--- src/rtl/divider_unit.sv ---
// Sequential binary32 divider: restoring mantissa division, one quotient bit per clock,
// truncated result. Define DIVIDERUNIT_SPECIAL_EN to add NaN/inf/zero/overflow handling.
module divider_unit (
    input  logic        clk,
    input  logic        rst_n,
    input  logic        start,
    input  logic [31:0] dataA,
    input  logic [31:0] dataB,
    output logic [31:0] dataR,
    output logic        busy,
    output logic        done
);

    typedef enum logic [1:0] {IDLE, DIVIDE, NORM} state_t;

    state_t      r_state;
    logic        r_sign;
    logic [7:0]  r_exp_a;
    logic [7:0]  r_exp_b;
    logic [23:0] r_mb;
    logic [24:0] r_rem;
    logic [24:0] r_q;
    logic [4:0]  r_cnt;

    // The remainder register holds the value being compared this cycle; it starts as mA
    // so 25 iterations yield floor(mA * 2^24 / mB).
    logic [25:0] w_diff;
    logic        w_ge;
    logic [24:0] w_rem_keep;
    logic [22:0] w_mant;

    assign w_diff     = {1'b0, r_rem} - {2'b00, r_mb};
    assign w_ge       = ~w_diff[25];
    assign w_rem_keep = w_ge ? w_diff[24:0] : r_rem;
    assign w_mant     = r_q[24] ? r_q[23:1] : r_q[22:0];

`ifdef DIVIDERUNIT_SPECIAL_EN
    logic               r_special;
    logic [31:0]        r_special_val;
    logic signed [9:0]  w_exp;
    logic               w_sign_in;
    logic               w_a_zero, w_b_zero, w_a_inf, w_b_inf, w_a_nan, w_b_nan;
    logic               w_is_special;
    logic [31:0]        w_special_val;

    assign w_exp = $signed({2'b00, r_exp_a}) - $signed({2'b00, r_exp_b})
                 + (r_q[24] ? 10'sd127 : 10'sd126);

    assign w_sign_in = dataA[31] ^ dataB[31];
    assign w_a_zero  = ~|dataA[30:23];
    assign w_b_zero  = ~|dataB[30:23];
    assign w_a_inf   = (&dataA[30:23]) & ~|dataA[22:0];
    assign w_b_inf   = (&dataB[30:23]) & ~|dataB[22:0];
    assign w_a_nan   = (&dataA[30:23]) &  |dataA[22:0];
    assign w_b_nan   = (&dataB[30:23]) &  |dataB[22:0];

    always_comb begin
        w_is_special  = 1'b1;
        w_special_val = 32'h7FC0_0000;
        if (w_a_nan || w_b_nan || (w_a_zero && w_b_zero) || (w_a_inf && w_b_inf))
            w_special_val = 32'h7FC0_0000;
        else if (w_a_inf || w_b_zero)
            w_special_val = {w_sign_in, 31'h7F80_0000};
        else if (w_a_zero || w_b_inf)
            w_special_val = {w_sign_in, 31'h0};
        else
            w_is_special = 1'b0;
    end
`else
    logic [7:0] w_exp;

    assign w_exp = r_exp_a - r_exp_b + (r_q[24] ? 8'd127 : 8'd126);
`endif

    // NOTE: every datapath register is cleared by the async reset so an aborted
    // division leaves no stale quotient, remainder or counter behind.
    always_ff @(posedge clk or negedge rst_n) begin
        if (!rst_n) begin
            r_state <= IDLE;
            r_sign  <= 1'b0;
            r_exp_a <= '0;
            r_exp_b <= '0;
            r_mb    <= '0;
            r_rem   <= '0;
            r_q     <= '0;
            r_cnt   <= '0;
            dataR   <= '0;
            busy    <= 1'b0;
            done    <= 1'b0;
`ifdef DIVIDERUNIT_SPECIAL_EN
            r_special     <= 1'b0;
            r_special_val <= '0;
`endif
        end else begin
            done <= 1'b0;
            case (r_state)
                IDLE: begin
                    if (start) begin
                        r_sign  <= dataA[31] ^ dataB[31];
                        r_exp_a <= dataA[30:23];
                        r_exp_b <= dataB[30:23];
                        r_mb    <= {1'b1, dataB[22:0]};
                        r_rem   <= {2'b01, dataA[22:0]};
                        r_q     <= '0;
                        r_cnt   <= 5'd24;
                        busy    <= 1'b1;
`ifdef DIVIDERUNIT_SPECIAL_EN
                        r_special     <= w_is_special;
                        r_special_val <= w_special_val;
                        r_state       <= w_is_special ? NORM : DIVIDE;
`else
                        r_state <= DIVIDE;
`endif
                    end
                end
                DIVIDE: begin
                    r_rem <= w_rem_keep << 1;
                    r_q   <= {r_q[23:0], w_ge};
                    if (r_cnt == 5'd0) r_state <= NORM;
                    else               r_cnt   <= r_cnt - 5'd1;
                end
                NORM: begin
`ifdef DIVIDERUNIT_SPECIAL_EN
                    if (r_special)             dataR <= r_special_val;
                    else if (w_exp >= 10'sd255) dataR <= {r_sign, 31'h7F80_0000};
                    else if (w_exp <= 10'sd0)   dataR <= {r_sign, 31'h0};
                    else                        dataR <= {r_sign, w_exp[7:0], w_mant};
`else
                    dataR <= {r_sign, w_exp, w_mant};
`endif
                    done    <= 1'b1;
                    busy    <= 1'b0;
                    r_state <= IDLE;
                end
                default: r_state <= IDLE;
            endcase
        end
    end

endmodule

--- config.mk ---
export PLATFORM = sky130hd
export DESIGN_NAME = divider_unit
export DESIGN_NICKNAME = d
export VERILOG_FILES = /design/src/rtl/divider_unit.sv
export SDC_FILE = /design/constraint.sdc
export NUM_CORES = 1
export LEC_CHECK = 0
export ABC_CLOCK_PERIOD_IN_PS = 2700
export BUFFER_PORTS_ARGS = -buffer_cell sky130_fd_sc_hd__buf_2
export CAP_MARGIN = 10
export CORE_MARGIN = 10
export CORE_UTILIZATION = 50
export CTS_CLUSTER_SIZE = 24
export DETAILED_ROUTE_END_ITERATION = 8
export PLACE_DENSITY = 0.74
export SYNTH_ARGS = -nofsm -noshare
export SYNTH_HDL_FRONTEND = slang
export SYNTH_SLANG_ARGS = --single-unit
--- constraint.sdc ---
create_clock -name clk -period 2.7 [get_ports clk]
set_input_delay 0.54 -clock clk [delete_from_list [all_inputs] [get_ports clk]]
set_output_delay 0.54 -clock clk [all_outputs]
set_load 0.005 [all_outputs]
==> impl_metrics.toml <==
[run_status]
status = "complete, no violations"

[critical_path]
arrival_ns = 3.04
timing.critical_path.buf_inv = 3
crit_required_ns = 3.05
slowest_delay_ns = 0.38
cp_max_fo = 3
cp-end-kind = "register"
crit_top_cell = "inv_2"
cpMaxStageDelayCell = "dfrtp_1"
crit_family = "compound AO/OA/AOI/OAI gates"
crit_chain = "inv_2, ha_4, inv_2, fa_2, a21o_1, nand4_1, a211oi_2, o31ai_2, buf_4, a21oi_2, and4_1, a2111o_1, a31oi_1"
crit_path_start_kind = "register"
crit_type = "register to register"

[timing]
finalClockSkew_ns = 0.007665
rsz0062_at_grt = "true"
drv_slew = 0
tightest_slew_ns = 0.6099
fin_crit_sh_pct = 99.57
hold_viol_final = 0
clock.fmax_ghz = 0.3720
setup_viol_count_final = 0
setup_slack_ns = 0.01161
period_needed_ns = 2.688
hold_slack_ns = 0.07685
relSlewSlack_pct = 59.24

[floorplanning]
dieWidth_um = 141.3
die_area_sq_um = 19970
fp.coreArea_sq_um = 14480
rows = 44
io_pins = 101
initial_core_util_pct = 50.82
die_y_um = 141.3

[clock_tree]
cts_max_level = 4
insertion_delay_ns = 0.42
clockBufferDepth = 2
cts_buffers = 17
path_clk_slew_ns = 0.06
cts_tree = "built"
clock-sinks = 132
hold_buffers = 0
cts-root-buf = "clkbuf_16"

[synthesis]
yosys_warnings = 0
netlist_instances = 845
synth_cell_types = 56
yosysTopAreaCellShare_pct = 44.89
netlist_area_sq_um = 7358
synth_top_cell_by_area = "dfrtp_1"
synth.top_cells.by_area = "dfrtp_1 45%, nand2_1 11%, ha_1 6.8%"
synth_edf_count = 0
dominantRegCellSynth = "dfrtp_1"
synth_seq_cells = 132
syn_avg_cell_area_sq_um = 8.708
async_flop_share_pct = 100.0
syn_nets = 954
synth-seq-area-share_pct = 44.89

[power_and_ir_drop]
leakage_nw = 4.443
ir_worst_vdd_mv = 0.7010
power.density_nw_per_um2 = 1528
totalPowerFinal_mw = 13.64

[placement]
io_buffers = 100
gp_congestion = 0.9082
hpwlAfterDp_mm = 12.44
place_ws_ns = -0.1095

[detailed_routing]
wl_mm = 17.56
avgViaCountPerCell = 5.343
vias = 6128
antenna_left = 0
drt_iter0_drc = 312
wire_per_inst_um = 15.31
dr.pass1.iters = 5
drc = 0

[final_layout]
syn_to_final_growth_pct = 21.34
diodes = 0
final_nets = 1060
drive_gt1_share_pct = 21.70
fin_util_pct = 61.67

[global_routing]
grt_max_degree = 98
antenna_found_initial = 0
groute.usage.overall_pct = 17.89
grt_pass1_vias = 6247
overflow = 0
grt_pass1_wl_mm = 29.63

[min_path]
hp-class = "primary input to asynchronous set/reset pin"

[flow_run]
drv_cap = 0
-- final cells by class --
cell class	instances	area (sq um)
repair buffers	134	820.8
clock buffers	18	439.2
inverters	56	210.2
well taps	184	230.2
multi-input cells	610	3751
fillers	1224	5550
flip-flops and latches	132	3304
clock inverters	13	172.7
-- metrics by stage --
step / TNS [ns] / std cells / cell area [sq um]
2_1_floorplan: 0 / 845 / 7360
3_5_place_dp: -0.1095 / 1113 / 8199
5_1_grt: -0.3515 / 1147 / 8929
4_1_cts: 0 / 1146 / 8851
6_report: 0 / 1147 / 8929
3_3_place_gp: -0.02610 / 1113 / 8199
-- worst paths after layout --
kind	start	to	slack, ns	depth (start not counted)
worst min register to register	r_mb[23]	r_mb[23]	0.45	2
worst min-delay path	rst_n	dataR[11]	0.08	1
worst max register to register	r_rem[0]	r_rem[23]	0.01	13
worst max-delay path	r_rem[0]	r_rem[23]	0.01	13
max in group asynchronous	rst_n	r_rem[15]	1.98	2
min in group clk	dataB[27]	r_exp_b[4]	0.31	3
-- repair_timing --
| item | 4_1_cts | 5_1_grt |
|---|---|---|
| buffers inserted | 2 | 1 |
| pin swaps | 9 | 7 |
| gates resized for setup | 6 | 16 |
| setup endpoints to repair | 1 | 24 |
-- flip-flops by register name (all words and copies together) (netlist names) --
name	count
r_exp_a	8
r_q	25
r_exp_b	8
busy	1
r_state	2
r_mb	24
r_cnt	5
r_rem	25
done	1
dataR	32
r_sign	1
-- cells in the final DEF, fill, tap and decap left out, types with 3 or more instances in the layout --
cell and count:
mux2i_1 30, inv_1 54, a21o_1 13, o21a_1 3
clkinvlp_4 3, dfrtp_1 131, o31ai_1 3, and3_1 20
ha_1 38, inv_6 4, buf_2 99, or3_1 3
xor2_1 13, nand3_1 32, o21ai_0 71, mux2_2 3
nand4_1 3, a31oi_1 19, buf_12 5, nor3_1 11
nand2b_1 4, a21oi_1 25, nand2_2 10, bufinv_16 3
a211oi_2 3, clkbuf_16 17, nand2_1 216, xnor2_1 13
o211ai_1 7, a21oi_2 3, nand3b_1 3, o21bai_1 3
buf_4 30, nor2_1 22
-- worst reg2reg max path, cell delays in order, from the launching register on --
cell      delay [ns]
dfrtp_1         0.38
inv_2           0.08
ha_4            0.13
inv_2           0.04
fa_2            0.38
a21o_1          0.21
nand4_1         0.16
a211oi_2        0.11
o31ai_2         0.25
buf_4           0.15
a21oi_2         0.05
and4_1          0.16
a2111o_1        0.36
a31oi_1         0.16
-- cell families after synthesis --
kind of cell | synth area share [%]
flip-flops | 44.89
buffers and inverters | 5.611
XOR/XNOR | 3.095
AO/OA/AOI/OAI | 14.45
multiplexers | 4.540
adder cells (fa/ha/maj) | 7.346
AND/OR/NAND/NOR | 20.06
-- power by group --
part | total, mW | internal, mW | leakage [nW] | switching (mW)
logic | 7.85 | 3.43 | 2.49 | 4.42
clock network | 2.40 | 1.49 | 0.292 | 0.915
registers | 3.39 | 2.84 | 1.66 | 0.544
total | 13.6 | 7.76 | 4.44 | 5.88
-- Yosys cell counts (all sizes together), types with 2 or more instances --
| cell | instances |
|---|---|
| a2111oi | 2 |
| a211oi | 6 |
| a21o | 13 |
| a21oi | 29 |
| a31oi | 20 |
| a32o | 2 |
| and3 | 20 |
| buf | 11 |
| clkbuf | 36 |
| dfrtp | 132 |
| fa | 2 |
| ha | 40 |
| inv | 56 |
| mux2 | 3 |
| mux2i | 30 |
| nand2 | 226 |
| nand2b | 5 |
| nand3 | 32 |
| nand3b | 3 |
| nand4 | 3 |
| nor2 | 24 |
| nor2b | 2 |
| nor3 | 12 |
| nor4 | 2 |
| o211ai | 7 |
| o21a | 3 |
| o21ai | 72 |
| o21bai | 3 |
| o31ai | 4 |
| or3 | 4 |
| xnor2 | 13 |
| xor2 | 13 |
-- metal layers --
metal  part of all wire [%]  vias up  track usage (%)
li1                       -     3076                -
met4                    1.5        0            5.924
met2                     48      145            29.52
met5                      0        -                0
met1                     45     2887            22.16
met3                    5.5       20            4.873
(Power assumes the default switching activity.)
